<file path="src/rtl/masku_operand_sequencer_pkg.sv">
// Shared types and helpers for the mask-unit operand sequencer.
// Contents: element length, stall-counter width, FSM state enum and the
// elements-per-beat helper used at request accept.
package masku_operand_sequencer_pkg;

  localparam int unsigned ELEN                  = 64;
  localparam int unsigned MaskuSeqStallCntWidth = 32;

  typedef enum logic [1:0] {
    IDLE  = 2'd0,
    ACCUM = 2'd1,
    FLUSH = 2'd2,
    DONE  = 2'd3
  } masku_seq_state_e;

  // Mask bits produced per lock-step beat of all lanes for a given element width.
  function automatic int unsigned masku_epb(input int unsigned nr_lanes, input logic [1:0] vsew);
    return (nr_lanes * 8) >> vsew;
  endfunction

endpackage

</file>
<file path="src/rtl/masku_result_buffer.sv">
// OR-accumulate result buffer for the mask operand sequencer.
// Ports: clk_i/rst_i (sync, active-high), clr_i clears the buffer,
// acc_i ORs data_i into it, otherwise the contents hold; data_o is the buffer.
module masku_result_buffer #(
  parameter int unsigned Width = 256
) (
  input  logic             clk_i,
  input  logic             rst_i,
  input  logic             clr_i,
  input  logic             acc_i,
  input  logic [Width-1:0] data_i,
  output logic [Width-1:0] data_o
);

  logic [Width-1:0] buf_q;

  // Compressed beats never overlap, so OR-ing places each beat at its pointer.
  always_ff @(posedge clk_i) begin
    if (rst_i || clr_i) begin
      buf_q <= '0;
    end else if (acc_i) begin
      buf_q <= buf_q | data_i;
    end
  end

  assign data_o = buf_q;

endmodule

</file>
<file path="src/rtl/masku_operand_sequencer.sv">
// Mask-unit operand sequencer: accepts one mask instruction (vl, vsew),
// consumes lock-step ALU/FPU beats, drives the compress bit pointer and hands
// full or final result buffers to writeback.
// Ports: req_* instruction request, alu_* per-lane result beats,
// vrf_pnt_o bit pointer, wb_* result buffer handshake, busy_o/done_o status,
// stall_cnt_o writeback stall cycles.
// Optional: define MASKU_SEQ_STALL_CNT_EN to build the writeback stall counter;
// otherwise stall_cnt_o is tied to zero.
module masku_operand_sequencer
  import masku_operand_sequencer_pkg::*;
#(
  parameter int unsigned NrLanes = 4,
  parameter int unsigned VlWidth = 16
) (
  input  logic                             clk_i,
  input  logic                             rst_i,
  input  logic                             req_valid_i,
  output logic                             req_ready_o,
  input  logic [VlWidth-1:0]               req_vl_i,
  input  logic [1:0]                       req_vsew_i,
  input  logic [NrLanes-1:0]               alu_valid_i,
  output logic [NrLanes-1:0]               alu_ready_o,
  input  logic [NrLanes*ELEN-1:0]          alu_compressed_i,
  output logic [$clog2(NrLanes*ELEN):0]    vrf_pnt_o,
  output logic                             wb_valid_o,
  output logic [NrLanes*ELEN-1:0]          wb_data_o,
  input  logic                             wb_ready_i,
  output logic                             busy_o,
  output logic                             done_o,
  output logic [MaskuSeqStallCntWidth-1:0] stall_cnt_o
);

  localparam int unsigned DpWidth  = NrLanes * ELEN;
  localparam int unsigned PntWidth = $clog2(DpWidth) + 1;

  masku_seq_state_e state_q, state_d;

  logic [PntWidth-1:0] pnt_q;
  logic [PntWidth-1:0] epb_q;
  logic [VlWidth-1:0]  remaining_q;
  logic                last_q;

  logic               accept;
  logic               fire;
  logic               wb_hs;
  logic               final_beat;
  logic               buf_full;
  logic [VlWidth-1:0] epb_vl;

  assign accept     = (state_q == IDLE) && req_valid_i;
  assign fire       = (state_q == ACCUM) && (&alu_valid_i);
  assign wb_hs      = (state_q == FLUSH) && wb_ready_i;
  assign epb_vl     = VlWidth'(epb_q);
  assign final_beat = remaining_q <= epb_vl;
  assign buf_full   = (pnt_q + epb_q) == PntWidth'(DpWidth);

  // State register
  always_ff @(posedge clk_i) begin
    if (rst_i) begin
      state_q <= IDLE;
    end else begin
      state_q <= state_d;
    end
  end

  // Next-state logic
  always_comb begin
    state_d = state_q;
    case (state_q)
      IDLE:    if (req_valid_i) state_d = (req_vl_i == '0) ? DONE : ACCUM;
      ACCUM:   if (fire && (final_beat || buf_full)) state_d = FLUSH;
      FLUSH:   if (wb_ready_i) state_d = last_q ? DONE : ACCUM;
      DONE:    state_d = IDLE;
      default: state_d = IDLE;
    endcase
  end

  // Output decode from the registered state
  always_comb begin
    req_ready_o = 1'b0;
    alu_ready_o = '0;
    wb_valid_o  = 1'b0;
    done_o      = 1'b0;
    busy_o      = 1'b1;
    case (state_q)
      IDLE: begin
        req_ready_o = 1'b1;
        busy_o      = 1'b0;
      end
      ACCUM:   alu_ready_o = '1;
      FLUSH:   wb_valid_o  = 1'b1;
      DONE:    done_o      = 1'b1;
      default: busy_o      = 1'b1;
    endcase
  end

  // Pointer, remaining-element and last-buffer bookkeeping
  always_ff @(posedge clk_i) begin
    if (rst_i) begin
      pnt_q       <= '0;
      epb_q       <= '0;
      remaining_q <= '0;
      last_q      <= 1'b0;
    end else begin
      if (accept) begin
        epb_q       <= PntWidth'(masku_epb(NrLanes, req_vsew_i));
        remaining_q <= req_vl_i;
        last_q      <= 1'b0;
        pnt_q       <= '0;
      end
      if (fire) begin
        pnt_q       <= pnt_q + epb_q;
        // Saturate at zero on the final (possibly partial) beat.
        remaining_q <= final_beat ? '0 : remaining_q - epb_vl;
        if (final_beat) last_q <= 1'b1;
      end
      if (wb_hs) begin
        pnt_q <= '0;
      end
    end
  end

  masku_result_buffer #(
    .Width(DpWidth)
  ) i_result_buffer (
    .clk_i (clk_i),
    .rst_i (rst_i),
    .clr_i (wb_hs),
    .acc_i (fire),
    .data_i(alu_compressed_i),
    .data_o(wb_data_o)
  );

  assign vrf_pnt_o = pnt_q;

`ifdef MASKU_SEQ_STALL_CNT_EN
  logic [MaskuSeqStallCntWidth-1:0] stall_cnt_q;

  // Saturating count of cycles the writeback path holds off a valid buffer.
  always_ff @(posedge clk_i) begin
    if (rst_i) begin
      stall_cnt_q <= '0;
    end else if ((state_q == FLUSH) && !wb_ready_i && (stall_cnt_q != '1)) begin
      stall_cnt_q <= stall_cnt_q + MaskuSeqStallCntWidth'(1);
    end
  end

  assign stall_cnt_o = stall_cnt_q;
`else
  assign stall_cnt_o = '0;
`endif

endmodule

</file>
<file path="config.mk">
export PLATFORM = sky130hd
export DESIGN_NAME = masku_operand_sequencer
export DESIGN_NICKNAME = d
export VERILOG_FILES = /design/src/rtl/masku_operand_sequencer_pkg.sv /design/src/rtl/masku_result_buffer.sv /design/src/rtl/masku_operand_sequencer.sv
export SDC_FILE = /design/constraint.sdc
export NUM_CORES = 1
export LEC_CHECK = 0
export CAP_MARGIN = 20
export CORE_AREA = 2 2 226 228
export CTS_CLUSTER_SIZE = 8
export DETAILED_ROUTE_END_ITERATION = 7
export DIE_AREA = 0 0 228 230
export PLACE_DENSITY_LB_ADDON = 0.1
export SLEW_MARGIN = 0
export SYNTH_ARGS = -nofsm -noshare
export SYNTH_HDL_FRONTEND = slang
export SYNTH_SLANG_ARGS = --single-unit
</file>
<file path="constraint.sdc">
create_clock -name clk_i -period 5 [get_ports clk_i]
set_input_delay 0.5 -clock clk_i [delete_from_list [all_inputs] [get_ports clk_i]]
set_output_delay 0.5 -clock clk_i [all_outputs]
set_load 0.05 [all_outputs]
</file>
==> After elaboration in Yosys (flattened, before gate mapping) <==
Index checks and enable logic that the tools add are counted.
W data, S select, Z words.
{ "classes": {"shifts": 1, "n_mux": 19, "eq_ne": 7, "reduce_logical": 12, "order_cmp": 1, "addsub": 2, "bitwise": 1} }
{ "ops": {"columns": ["op", "count"], "rows": [
  ["$or A256 B256 Y256", 1],
  ["$mux W16", 3],
  ["$mux W9", 2],
  ["$le A16 B9 Y1", 1],
  ["$logic_not A16 Y1", 1],
  ["$sub A16 B9 Y16", 1],
  ["$mux W2", 5],
  ["$add A9 B9 Y9", 1],
  ["$eq A9 B9 Y1 const B", 1],
  ["$shr A6 B2 Y9 const A", 1],
  ["$pmux W2 S4", 1],
  ["$mux W1", 7],
  ["$eq A2 B2 Y1 const B", 2],
  ["$logic_and A1 B1 Y1", 4],
  ["$mux W4", 1],
  ["$ne A2 B2 Y1 const B", 2],
  ["$reduce_and A4 Y1", 1],
  ["$reduce_and A3 Y1", 1],
  ["$eq A2 B1 Y1 const B", 1],
  ["$logic_not A2 Y1", 1],
  ["$logic_or A1 B1 Y1", 2],
  ["$ne A2 B1 Y1 const B", 1],
  ["$reduce_bool A2 Y1", 1],
  ["$reduce_or A2 Y1", 1]
]} }
{ "word_totals": {"out_inout_bits": 305, "input_bits": 282, "register_bits": 293} }

==> Longest topological paths before layout <==
{ "depth": {"word_depth": 6, "ltp_mapped": 9, "depth_no_buf": 9} }

==> Modules after synthesis <==
From an unflattened synthesis, not the netlist that was laid out.
{ "unflattened": {"cells_unflattened": 1103, "area_unflattened_um2": 10505.1} }
{ "modules_own_cells": {"columns": ["mod", "cells_per_inst", "area_per_inst_um2", "instances"], "rows": [
  ["masku_result_buffer", 826, 8300.5, 1],
  ["masku_operand_sequencer", 277, 2204.6, 1]
]} }

==> Worst setup path before layout <==
Ideal clock, no wire load.
{ "synth_path": {"path_type": "reg-to-reg", "from": "register pnt_q[2] (netlist: vrf_pnt_o[2])", "to": "register state_q[0]", "path_buffers": 0, "slack_ns": 2.411, "period_less_slack_ns": 2.589, "required_ns": 4.878, "setup_time_ns": 0.122, "stages_incl_launch_ff": 10, "arrival_ns": 2.468, "cell_sequence": "dfxtp_1 > ha_1 > inv_1 > fa_1 > nand2b_1 > a21oi_1 > xor2_1 > or4_1 > nor2_1 > o41ai_1"} }
{ "synth_between": {"elab_chain_cells": 6} }
{ "synth_lines": {"columns": ["item", "line", "text"], "rows": [
  ["start: declaration", "masku_operand_sequencer.sv:38", "logic [PntWidth-1:0] pnt_q;"],
  ["start signal: assignment", "masku_operand_sequencer.sv:112", "pnt_q <= pnt_q + epb_q;"],
  ["$add A9 B9 Y9", "masku_operand_sequencer.sv:55", "assign buf_full = (pnt_q + epb_q) == PntWidth'(DpWidth);"],
  ["$eq A9 B9 Y1", "masku_operand_sequencer.sv:55", null],
  ["$logic_or A1 B1 Y1", "masku_operand_sequencer.sv:71", "ACCUM: if (fire && (final_beat || buf_full)) state_d = FLUSH;"],
  ["$logic_and A1 B1 Y1", "masku_operand_sequencer.sv:71", null],
  ["$ne A2 B1 Y1 (no source line)", null, null],
  ["$reduce_and A3 Y1 (no source line)", null, null],
  ["end signal: assignment", "masku_operand_sequencer.sv:62", "state_q <= state_d;"],
  ["end: declaration", "masku_operand_sequencer.sv:36", "masku_seq_state_e state_q, state_d;"]
]} }
No other way between the ends.
A chain may end at the register's enable or synchronous reset.

==> Final worst setup path <==
{ "layout_path": {"from": "register state_q[1]", "to": "output alu_ready_o[2]"} }
{ "layout_between": {"elab_chain_cells": 2} }
{ "layout_lines": {"columns": ["item", "line", "text"], "rows": [
  ["$eq A2 B1 Y1", "masku_operand_sequencer.sv:85", "case (state_q)"],
  ["$mux W4", "masku_operand_sequencer.sv:85", null],
  ["end: declaration", "masku_operand_sequencer.sv:22", "output logic [NrLanes-1:0] alu_ready_o,"]
]} }
No other way between the ends.

==> qor.yml <==
run_status: "completed"
drt.antenna.violating_nets: 0
async_reset_ff_frac: 0
gp_congestion: 0.798
worstReg2RegEnd: "state_q[0]"
r2r_cells: 9
rsz0062_at_grt: "no"
cp.required_ns: 4.50
cts.sinks: 286
fin_crit_ns: 2.78
syn_inst: 1104
wire_per_inst_um: 17.7
finalWirelength_um: 41000
post_synth_num_cell_types: 51
synth_top_cell_by_area: "dfxtp_1"
ys_seq_area_frac: 0.589
timing.rr.start: "epb_q[2]"
dp_cells: 2268
drc_errors: 0
hold_viol: 0
layout-drive-gt1-share: 0.0401
first_pass_iters: 4
cts_tree: "yes"
cpMaxStageDelayCell: "clkdlybuf4s50_1"
clk_latency_ns: 0.56
grt_remaining_overflow: 0
avgSynthCellArea_um2: 8.80
synth.mux.area_fraction: 0.00103
power_density_nw_per_um2: 332
p_leak_nw: 6.20
synth_flop_cell: "dfxtp_1"
final_common_cell: "clkdlybuf4s50_1"
worst_pin_slew_ns: 0.924
grt_pass1_vias: 9656
synth-edff-count: 0
maxSlewHeadroom: 0.382
post_cts.repair.setup_buffers: 0
yosys.area_share.adder: 0.0124
reg2reg_setup_slack_ns: 2.51
synth-simple-area-share: 0.154
fmax_mhz: 360
path_cells: "nand2b_1, inv_1, clkdlybuf4s50_1"
chipWidth_um: 228
maxCapViolations: 0
cts_resized: 0
path_clk_slew_ns: 0.05
fin_crit_sh: 0.556
worstHoldPathType: "flip-flop to flip-flop"
vias: 9426
hpwl_um: 29800
stdcell_count: 2320
antenna_found_initial: 4
num_rows: 82
finalClockSkew_ns: 0.0128
initial_core_util: 0.195
num_io_pins: 587
cts_buffers: 42
synth_top_family_by_area: "compound AO/OA/AOI/OAI gates"
yosys_warnings: 0
holdPathStages: 2
clockBufferDepth: 3
die-area_um2: 52400
area_delta_synth_final_pct: 74.8
layout_common_cells: "clkdlybuf4s50_1 (552), dfxtp_1 (286), a21oi_1 (278), nor2_1 (275), clkbuf_16 (43)"
holdCritStartpoint: "i_result_buffer.data_o[1]"
grt_pass1_wl_um: 60100
setup_tns_ns: 0
synthesis.area_um2: 9720
crit_path_end_kind: "primary output"
ys_seq_elements: 286
root_buffer: "clkbuf_16"
slew_viol_final: 0
cpPeakStageDelay_ns: 0.85
crit_arrival_ns: 2.28
synth_compound_gate_area_share: 0.176
drt_iter0_drc: 325
grt_max_degree: 129
cts_hold_buffers: 0
synth_top_area_share: 0.589
vdd_drop_max_mv: 0.191
core_um2: 49900
finalSetupViolCount: 0
grtUsageTotal: 0.150
cp-start-kind: "flip-flop"
min_to: "i_result_buffer.data_o[1]"
viasPerCell: 4.06
crit_type: "flip-flop to primary output"
portBuffers: 552
die_h_um: 230
cts_max_level: 2
crit_fanout: 6
finalNetCount: 1931
synth_xor_xnor_area_share: 0.00721
synth_area_leaders: "dfxtp_1 (59%), a21oi_1 (14%), nor2_1 (11%), buf_4 (2.9%), clkbuf_1 (2.2%)"
worst max-delay path by stage:
| stage | startpoint | to |
|---|---|---|
| final | state_q[1] | alu_ready_o[2] |
| after floorplan | vrf_pnt_o[2] | state_q[0] |
| after global placement | rst_i | i_result_buffer.data_o[220] |
| after CTS | state_q[1] | alu_ready_o[2] |
| after detailed placement | rst_i | i_result_buffer.data_o[216] |
| after global routing | state_q[1] | alu_ready_o[2] |
through the flow:
step                       util  power [mW]  hold WS, ns  worst slack [ns]  instance area, um^2
after floorplan               -        2.73        0.433              2.41                 9840
after global placement    0.317        3.04        0.445              1.87                15800
after detailed placement  0.317        3.05        0.452              1.83                15800
after CTS                 0.340        5.76        0.466              2.18                17000
after global routing      0.341        5.87        0.481              2.13                17000
final                     0.341        5.64        0.460              2.22                17000
per-layer routing:
metal | part of all wire | up-vias | wire length (um) | global-route usage
li1 | - | 4697 | - | -
met1 | 0.38 | 4336 | 15600 | 0.159
met2 | 0.51 | 335 | 21100 | 0.274
met3 | 0.088 | 54 | 3600 | 0.0592
met4 | 0.017 | 4 | 699 | 0.0425
met5 | 0.00056 | - | 23 | 0
area by class of cell:
class	instances	area [um^2]
timing repair buffer	561	5640
multi-input combinational	735	3550
clock inverter	3	58.8
sequential	286	5730
inverter	14	52.6
fill	5234	32900
clock buffer	47	1110
tap	672	841
antenna	2	5.00
critical path, delay by kind of cell (launching register included):
kind          cells  cell delay [ns]
buf+inv           2             1.12
flops             1             0.32
simple gates      1             0.30
synthesized netlist by cell type (4+ instances only):
library cell / instances
dfxtp_1: 286
a21oi_1: 278
nor2_1: 276
clkbuf_1: 56
buf_4: 37
nand2_1: 32
inv_1: 14
nand3_1: 13
o21ai_0: 13
a31oi_1: 8
buf_2: 8
ha_1: 8
nor3_1: 8
nor4_1: 6
xnor2_1: 5
a32oi_1: 4
nand3b_1: 4
sequential cells by signal, summed over array words and instances, names as in the netlist:
name	count
vrf_pnt_o	7
last_q	1
epb_q	4
state_q	2
i_result_buffer.data_o	256
remaining_q	16
power by group:
| part | switching, mW | total, mW | leakage, nW | internal, mW |
|---|---|---|---|---|
| combinational | 0.351 | 0.655 | 3.32 | 0.304 |
| sequential | 0.0231 | 2.34 | 2.31 | 2.32 |
| clock | 1.04 | 2.64 | 0.575 | 1.60 |
kinds of logic after synthesis:
group | Yosys count
buffers and inverters | 116
xor gates and xnor gates | 8
DFF | 286
and+or+nand+nor | 360
AOI/OAI and AO/OA | 323
adders and majority gates | 9
other | 1
muxes | 1
(Power assumes the default switching activity.)
